<file path="config.mk">
export PLATFORM = sky130hd
export DESIGN_NAME = pck_len_ctrl
export DESIGN_NICKNAME = d
export VERILOG_FILES = /design/src/rtl/pck_len_pkg.sv /design/src/rtl/pck_len_acc.sv /design/src/rtl/pck_len_ctrl.sv
export SDC_FILE = /design/constraint.sdc
export NUM_CORES = 1
export LEC_CHECK = 0
export ABC_AREA = 1
export ABC_CLOCK_PERIOD_IN_PS = 3600
export CAP_MARGIN = 15
export CORE_MARGIN = 2
export CORE_UTILIZATION = 40
export CTS_CLUSTER_DIAMETER = 120
export DETAILED_ROUTE_END_ITERATION = 6
export HOLD_SLACK_MARGIN = 0.05
export PLACE_DENSITY_LB_ADDON = 0.2
export SETUP_SLACK_MARGIN = 0.02
export SYNTH_ARGS = -nofsm -noshare
export SYNTH_HDL_FRONTEND = slang
export SYNTH_SLANG_ARGS = --single-unit
</file>
<file path="constraint.sdc">
create_clock -name int_buffer_clk -period 3.6 [get_ports int_buffer_clk]
set_clock_uncertainty 0.15 [all_clocks]
set_input_delay 0.9 -clock int_buffer_clk [delete_from_list [all_inputs] [get_ports int_buffer_clk]]
set_output_delay 0.9 -clock int_buffer_clk [all_outputs]
set_load 0.005 [all_outputs]
</file>
<file path="src/rtl/pck_len_pkg.sv">
// Shared types and default widths for the packet-length control slice.
// Imported by the controller, its accumulator and the bench.
package pck_len_pkg;

    localparam int DEF_DATA_WIDTH     = 12;
    localparam int DEF_ADDR_WIDTH     = 5;
    localparam int DEF_DEPTH          = 32;
    localparam int DEF_BYTES_PER_BEAT = 4;
    localparam int DEF_AFULL_TH       = 28;

    typedef enum logic [0:0] {
        IDLE   = 1'b0,
        IN_PKT = 1'b1
    } state_t;

    typedef logic [DEF_DATA_WIDTH-1:0] len_t;

endpackage

</file>
<file path="src/rtl/pck_len_acc.sv">
// Per-packet byte accumulator; holds the running length of the open packet
// and produces the saturated final length for the EOP beat.
module pck_len_acc
    import pck_len_pkg::*;
#(
    parameter int DATA_WIDTH     = DEF_DATA_WIDTH,
    parameter int BYTES_PER_BEAT = DEF_BYTES_PER_BEAT,
    parameter int LB_W           = $clog2(DEF_BYTES_PER_BEAT) + 1
) (
    input  logic                  int_buffer_clk,
    input  logic                  int_buffer_rstn,
    input  logic                  int_buffer_sw_rstn,
    input  logic                  i_start,
    input  logic                  i_incr,
    input  logic                  i_fresh,
    input  logic [LB_W-1:0]       i_last_bytes,
    output logic [DATA_WIDTH-1:0] o_len,
    output logic                  o_sat
);

    localparam int               SUM_W      = DATA_WIDTH + 1;
    localparam logic [SUM_W-1:0] LEN_MAX    = {1'b0, {DATA_WIDTH{1'b1}}};
    localparam logic [SUM_W-1:0] BEAT_BYTES = SUM_W'(BYTES_PER_BEAT);

    logic [SUM_W-1:0] r_acc;
    logic             r_acc_sat;
    logic [SUM_W-1:0] w_lb_eff;
    logic [SUM_W-1:0] w_base;
    logic [SUM_W-1:0] w_incr_sum;
    logic [SUM_W-1:0] w_end_sum;

    function automatic logic [SUM_W-1:0] sat_len(input logic [SUM_W-1:0] v);
        return (v > LEN_MAX) ? LEN_MAX : v;
    endfunction

    // A last_bytes of zero encodes a completely filled final beat.
    assign w_lb_eff   = (i_last_bytes == '0) ? BEAT_BYTES : SUM_W'(i_last_bytes);
    assign w_base     = i_fresh ? '0 : r_acc;
    assign w_incr_sum = r_acc + BEAT_BYTES;
    assign w_end_sum  = w_base + w_lb_eff;

    assign o_len = DATA_WIDTH'(sat_len(w_end_sum));
    assign o_sat = (w_end_sum > LEN_MAX) | (~i_fresh & r_acc_sat);

    always_ff @(posedge int_buffer_clk or negedge int_buffer_rstn) begin
        if (!int_buffer_rstn) begin
            r_acc     <= '0;
            r_acc_sat <= 1'b0;
        end else if (int_buffer_sw_rstn) begin
            r_acc     <= '0;
            r_acc_sat <= 1'b0;
        end else if (i_start) begin
            r_acc     <= BEAT_BYTES;
            r_acc_sat <= 1'b0;
        end else if (i_incr) begin
            r_acc     <= sat_len(w_incr_sum);
            r_acc_sat <= r_acc_sat | (w_incr_sum > LEN_MAX);
        end
    end

endmodule

</file>
<file path="src/rtl/pck_len_ctrl.sv">
// Control stage for the packet-length buffer: frames ingress packets, writes
// their lengths, owns both pointers and serves downstream length reads.
module pck_len_ctrl
    import pck_len_pkg::*;
#(
    parameter int DATA_WIDTH     = DEF_DATA_WIDTH,
    parameter int ADDR_WIDTH     = DEF_ADDR_WIDTH,
    parameter int DEPTH          = DEF_DEPTH,
    parameter int BYTES_PER_BEAT = DEF_BYTES_PER_BEAT,
    parameter int AFULL_TH       = DEF_AFULL_TH
) (
    input  logic                              int_buffer_clk,
    input  logic                              int_buffer_rstn,
    input  logic                              int_buffer_sw_rstn,
    input  logic                              pkt_valid_i,
    input  logic                              pkt_sop_i,
    input  logic                              pkt_eop_i,
    input  logic [$clog2(BYTES_PER_BEAT):0]   pkt_last_bytes_i,
    input  logic                              len_rd_req_i,
    output logic                              wr_en_o,
    output logic [ADDR_WIDTH:0]               wr_addr_o,
    output logic [DATA_WIDTH-1:0]             wr_data_o,
    output logic                              rd_en_o,
    output logic [ADDR_WIDTH:0]               rd_addr_o,
    output logic                              buffer_full_o,
    output logic                              buffer_empty_o,
    output logic [ADDR_WIDTH:0]               fill_cnt_o,
    output logic                              almost_full_o,
    output logic                              len_valid_o,
    output logic                              sop_err_o,
    output logic                              ovf_err_o,
    output logic                              sat_err_o
);

    localparam int               PTR_W     = ADDR_WIDTH + 1;
    localparam int               LB_W      = $clog2(BYTES_PER_BEAT) + 1;
    localparam logic [PTR_W-1:0] FULL_CNT  = PTR_W'(DEPTH);
    localparam logic [PTR_W-1:0] AFULL_CNT = PTR_W'(AFULL_TH);

    state_t                r_state;
    logic [PTR_W-1:0]      r_wr_ptr;
    logic [PTR_W-1:0]      r_rd_ptr;
    logic                  r_wr_en_p1;
    logic [DATA_WIDTH-1:0] r_wr_data_p1;
    logic                  r_len_vld_p1;
    logic                  r_sop_err;
    logic                  r_ovf_err;
    logic                  r_sat_err;

    logic                  w_in_pkt;
    logic                  w_sop_beat;
    logic                  w_eop_beat;
    logic                  w_len_done;
    logic                  w_acc_start;
    logic                  w_acc_incr;
    logic                  w_acc_sat;
    logic [DATA_WIDTH-1:0] w_len;
    logic                  w_empty;
    logic                  w_full;
    logic                  w_full_nxt;
    logic                  w_rd_en;
    logic [PTR_W-1:0]      w_fill;
    logic [PTR_W-1:0]      w_wr_ptr_nxt;
    logic [PTR_W-1:0]      w_rd_ptr_nxt;

    // ---- Stage p0: beat framing and length accumulation ----
    assign w_in_pkt    = (r_state == IN_PKT);
    assign w_sop_beat  = pkt_valid_i & pkt_sop_i;
    assign w_eop_beat  = pkt_valid_i & pkt_eop_i;
    assign w_len_done  = w_eop_beat & (pkt_sop_i | w_in_pkt);
    assign w_acc_start = w_sop_beat & ~pkt_eop_i;
    assign w_acc_incr  = pkt_valid_i & w_in_pkt & ~pkt_sop_i & ~pkt_eop_i;

    pck_len_acc #(
        .DATA_WIDTH     (DATA_WIDTH),
        .BYTES_PER_BEAT (BYTES_PER_BEAT),
        .LB_W           (LB_W)
    ) u_acc (
        .int_buffer_clk     (int_buffer_clk),
        .int_buffer_rstn    (int_buffer_rstn),
        .int_buffer_sw_rstn (int_buffer_sw_rstn),
        .i_start            (w_acc_start),
        .i_incr             (w_acc_incr),
        .i_fresh            (pkt_sop_i),
        .i_last_bytes       (pkt_last_bytes_i),
        .o_len              (w_len),
        .o_sat              (w_acc_sat)
    );

    always_ff @(posedge int_buffer_clk or negedge int_buffer_rstn) begin
        if (!int_buffer_rstn) begin
            r_state <= IDLE;
        end else if (int_buffer_sw_rstn) begin
            r_state <= IDLE;
        end else if (w_sop_beat) begin
            r_state <= pkt_eop_i ? IDLE : IN_PKT;
        end else if (w_eop_beat & w_in_pkt) begin
            r_state <= IDLE;
        end
    end

    // Pointer flags are derived only from registered pointers.
    assign w_empty      = (r_wr_ptr == r_rd_ptr);
    assign w_full       = (r_wr_ptr[ADDR_WIDTH] != r_rd_ptr[ADDR_WIDTH]) &&
                          (r_wr_ptr[ADDR_WIDTH-1:0] == r_rd_ptr[ADDR_WIDTH-1:0]);
    assign w_fill       = r_wr_ptr - r_rd_ptr;
    assign w_rd_en      = len_rd_req_i & ~w_empty;
    assign w_wr_ptr_nxt = r_wr_ptr + PTR_W'(r_wr_en_p1);
    assign w_rd_ptr_nxt = r_rd_ptr + PTR_W'(w_rd_en);
    // Fullness of the write cycle is known one cycle early: a read then cannot free room.
    assign w_full_nxt   = ((w_wr_ptr_nxt - w_rd_ptr_nxt) == FULL_CNT);

    // ---- Stage p1: buffer write, pointer update, read valid ----
    always_ff @(posedge int_buffer_clk or negedge int_buffer_rstn) begin
        if (!int_buffer_rstn) begin
            r_wr_en_p1   <= 1'b0;
            r_len_vld_p1 <= 1'b0;
            r_wr_ptr     <= '0;
            r_rd_ptr     <= '0;
            r_sop_err    <= 1'b0;
            r_ovf_err    <= 1'b0;
            r_sat_err    <= 1'b0;
        end else if (int_buffer_sw_rstn) begin
            r_wr_en_p1   <= 1'b0;
            r_len_vld_p1 <= 1'b0;
            r_wr_ptr     <= '0;
            r_rd_ptr     <= '0;
            r_sop_err    <= 1'b0;
            r_ovf_err    <= 1'b0;
            r_sat_err    <= 1'b0;
        end else begin
            r_wr_en_p1   <= w_len_done & ~w_full_nxt;
            r_len_vld_p1 <= w_rd_en;
            r_wr_ptr     <= w_wr_ptr_nxt;
            r_rd_ptr     <= w_rd_ptr_nxt;
            if (w_sop_beat & w_in_pkt)   r_sop_err <= 1'b1;
            if (w_len_done & w_full_nxt) r_ovf_err <= 1'b1;
            if (w_len_done & w_acc_sat)  r_sat_err <= 1'b1;
        end
    end

    always_ff @(posedge int_buffer_clk or negedge int_buffer_rstn) begin
        if (!int_buffer_rstn) begin
            r_wr_data_p1 <= '0;
        end else if (int_buffer_sw_rstn) begin
            r_wr_data_p1 <= '0;
        end else if (w_len_done & ~w_full_nxt) begin
            r_wr_data_p1 <= w_len;
        end
    end

    assign wr_en_o        = r_wr_en_p1;
    assign wr_addr_o      = r_wr_ptr;
    assign wr_data_o      = r_wr_data_p1;
    assign rd_en_o        = w_rd_en;
    assign rd_addr_o      = r_rd_ptr;
    assign buffer_full_o  = w_full;
    assign buffer_empty_o = w_empty;
    assign fill_cnt_o     = w_fill;
    assign almost_full_o  = (w_fill >= AFULL_CNT);
    assign len_valid_o    = r_len_vld_p1;
    assign sop_err_o      = r_sop_err;
    assign ovf_err_o      = r_ovf_err;
    assign sat_err_o      = r_sat_err;

endmodule

</file>
==> impl_metrics.yaml, run 1 <==
sta:
  clock.fmax_mhz: 288.6
  fin_tns_setup_ns: 0
  finalSetupViolCount: 0
  finalCritPeriodShare: 0.9625
  worst_slew_pin_slew_ns: 0.9985
  finalCriticalPeriod_ns: 3.465
  slew_violations: 0
  slew_headroom: 0.3343
  fin_ws_ns: 0.1350
  final-hold-violation-count: 0
final_layout:
  layout_commonest_cell: "nand2_1"
  syn2layout_area_growth_pct: 32.87
  final_util: 0.5528
  final_cells: 617
  drive_above_1_share: 0.1903
  diodes: 0
  finalNetCount: 545
  stdcell_area_um2: 4294
  layout_common_cells: "107 x nand2_1, 62 x inv_1, 46 x clkdlybuf4s50_1"
global_route:
  grt_max_degree: 44
  antenna_found_initial: 0
  grt.total_usage: 0.1871
  first_global_vias: 2751
  grt_pass1_wl_um: 13030
  grt-ovfl-total: 0
worst_setup_path:
  crit_type: "reg2out"
  end_kind: "primary output"
  cp-start-kind: "register"
  path_max_fanout: 4
  startpoint: "rd_addr_o[2]$_DFF_PN0_"
  worst_ep_required_time_ns: 2.55
  arrival_ns: 2.42
  reg2reg_depth: 21
  r2r-start: "rd_addr_o[3]$_DFF_PN0_"
synthesis:
  synth_area_leaders: "dfrtp_1 33%, nand2_1 12%, inv_1 7.5%"
  yosys_warnings: 0
  synth.avg_cell_area_um2: 7.379
  synth.net_count: 469
  synth_area_um2: 3232
  synthCells: 438
  yosys.area.top_type_share: 0.3329
  seq_area_frac_synth: 0.3329
  synth_cell_types: 30
  ys_ff_latch: 43
  yosys.area.top_type: "dfrtp_1"
placement:
  place_ws_ns: -0.2389
  dp.cells: 601
  postPlaceCellArea_um2: 3958
  portBuffers: 48
  place.gp.congestion: 0.9540
  dpl.hpwl_um: 6103
power_and_ir_drop:
  power_density_nw_per_um2: 275.9
  p_leak_uw: 0.002154
  p_comb_frac: 0.253
  internal_power_uw: 839.5
  p_sw_uw: 345.3
  clockPowerShare: 0.326
  p_sw_frac: 0.2914
  pwr-share-seq: 0.421
  max-vdd-ir-drop_mv: 0.1469
clock_tree:
  path_clk_slew_ns: 0.09
  htree_num_levels: 2
  numCtsBuffers: 5
  cts_tree: "yes"
  clk_latency_ns: 0.31
  cts_hold_buf: 0
  cts_buffer_depth: 2
  root_buffer: "clkbuf_8"
  cts.sinks: 43
floorplanning:
  die_h_um: 93.89
  start_util: 0.4161
  die-area_um2: 8814
  die_w_um: 93.89
  core_um2: 7767
  boundaryPins: 49
  rows: 32
min_path:
  hold_depth: 1
  worstHoldStart: "sop_err_o$_DFFE_PN0P_"
  holdCritPathClass: "reg2reg"
route:
  ant_nets: 0
  wirelength_um: 8023
  wl_per_cell_um: 13.00
  drt_iter0_markers: 110
  num_vias: 2984
  drc: 0
  drt-pass1-iter-count: 4
  vias_per_cell: 4.836
run:
  cap_violations: 0
outcome:
  status: "finished, final reports clean"
path summary, 6_finish.rpt:
check / end / slack, ns
max: almost_full_o / 0.13
max reg2reg: wr_data_o[11]$_DFFE_PN0P_ / 0.15
min in group asynchronous: rd_addr_o[5]$_DFF_PN0_ / 0.61
min: sop_err_o$_DFFE_PN0P_ / 0.35
min reg2reg: sop_err_o$_DFFE_PN0P_ / 0.35
max in group asynchronous: rd_addr_o[3]$_DFF_PN0_ / 2.02
synthesized netlist by cell type:
cell type and count:
xnor2_1 6, nor3_4 1, ha_1 19, buf_2 1
inv_2 1, buf_4 5, nand2_1 107, nand4_1 16
inv_1 65, xor2_1 18, o21bai_1 3, clkinv_1 1
nand3b_1 2, o21ai_0 11, nor4_2 1, clkbuf_1 6
nor2_1 42, nand2_4 2, o22ai_1 2, nor2_2 4
nand3_2 12, nor2_4 3, dfrtp_1 43, nand3_1 36
nand2_2 9, nor3_1 6, buf_12 1, fa_1 2
a21oi_1 11, o21a_1 2
metrics by stage:
step | power (uW) | hold slack (ns)
floorplan | 665.2 | 0.3269
global placement | 770.6 | 0.3250
detailed placement | 773.8 | 0.3315
CTS | 1168 | 0.3528
global route | 1249 | 0.3674
finish | 1185 | 0.3477
sequential cells by signal (all words and copies together) (netlist names):
signal           cells
sat_err_o            1
wr_addr_o            6
wr_data_o           12
r_state              1
ovf_err_o            1
len_valid_o          1
rd_addr_o            6
u_acc.r_acc_sat      1
wr_en_o              1
sop_err_o            1
u_acc.r_acc         12
critical path, cell delays in order (launching register included):
cell and delay, ns:
dfrtp_1 0.37, inv_2 0.07, ha_4 0.29, nand2_1 0.07, o21ai_0 0.26, a21oi_1 0.13, o21bai_1 0.21, xor2_1 0.20
nand2_1 0.07, clkdlybuf4s50_1 0.44
per-layer routing:
metal | share of wire | up-vias | GRT usage | wire [um]
li1 | - | 1538 | - | -
met1 | 0.50 | 1391 | 0.2742 | 3978
met2 | 0.46 | 46 | 0.2839 | 3707
met3 | 0.028 | 9 | 0.02889 | 221
met4 | 0.014 | 0 | 0.05556 | 115
met5 | 0 | - | 0 | 0
repair_timing:
action                     in CTS  in global routing
pin swaps                       0                 16
gates resized for setup         1                 26
gates cloned                    0                  2
setup endpoints to repair      10                 16
setup buffers                   0                  6
hold endpoints to repair        0                  0
cell type report:
cell class	instances	area (um^2)
well taps	102	127.6
flip-flops and latches	43	1077
clock buffers	5	68.82
multi-input cells	316	1969
inverters	67	251.5
fillers	750	3473
clock inverters	3	43.79
repair buffers	81	755.7
cells by family (layout without fill, tap and decap cells):
logic type / after synthesis / count (layout) / synth area share
flops: 43 / 43 / 0.3329
fa+ha+maj: 21 / 21 / 0.08595
compound gates: 29 / 29 / 0.04955
simple gates: 241 / 242 / 0.3624
xor+xnor: 24 / 24 / 0.06504
buf+inv: 80 / 156 / 0.1041
power groups by stage:
stage	Combinational, uW	Clock, uW	Sequential, uW
6_report	300	386	498
5_1_grt	327	423	499
4_1_cts	268	402	498
3_5_place_dp	267	0	507
3_3_place_gp	264	0	507
2_1_floorplan	158	0	507
Note: power is estimated with default switching activity, not from simulation.
==> run 2: changes to the inputs <==
SKIP_CTS_REPAIR_TIMING = 1   (was not set)
==> results of run 2 <==
No change in the layout: final DEF, timing and power equal those of run 1.
Main changes from that run: wire length of the first global-routing pass 13030 um -> 13040 um; via count of the first global-routing pass 2751 -> 2752; overall routing resource usage 0.1871 -> 0.1873; met1 usage 0.2742 -> 0.2747
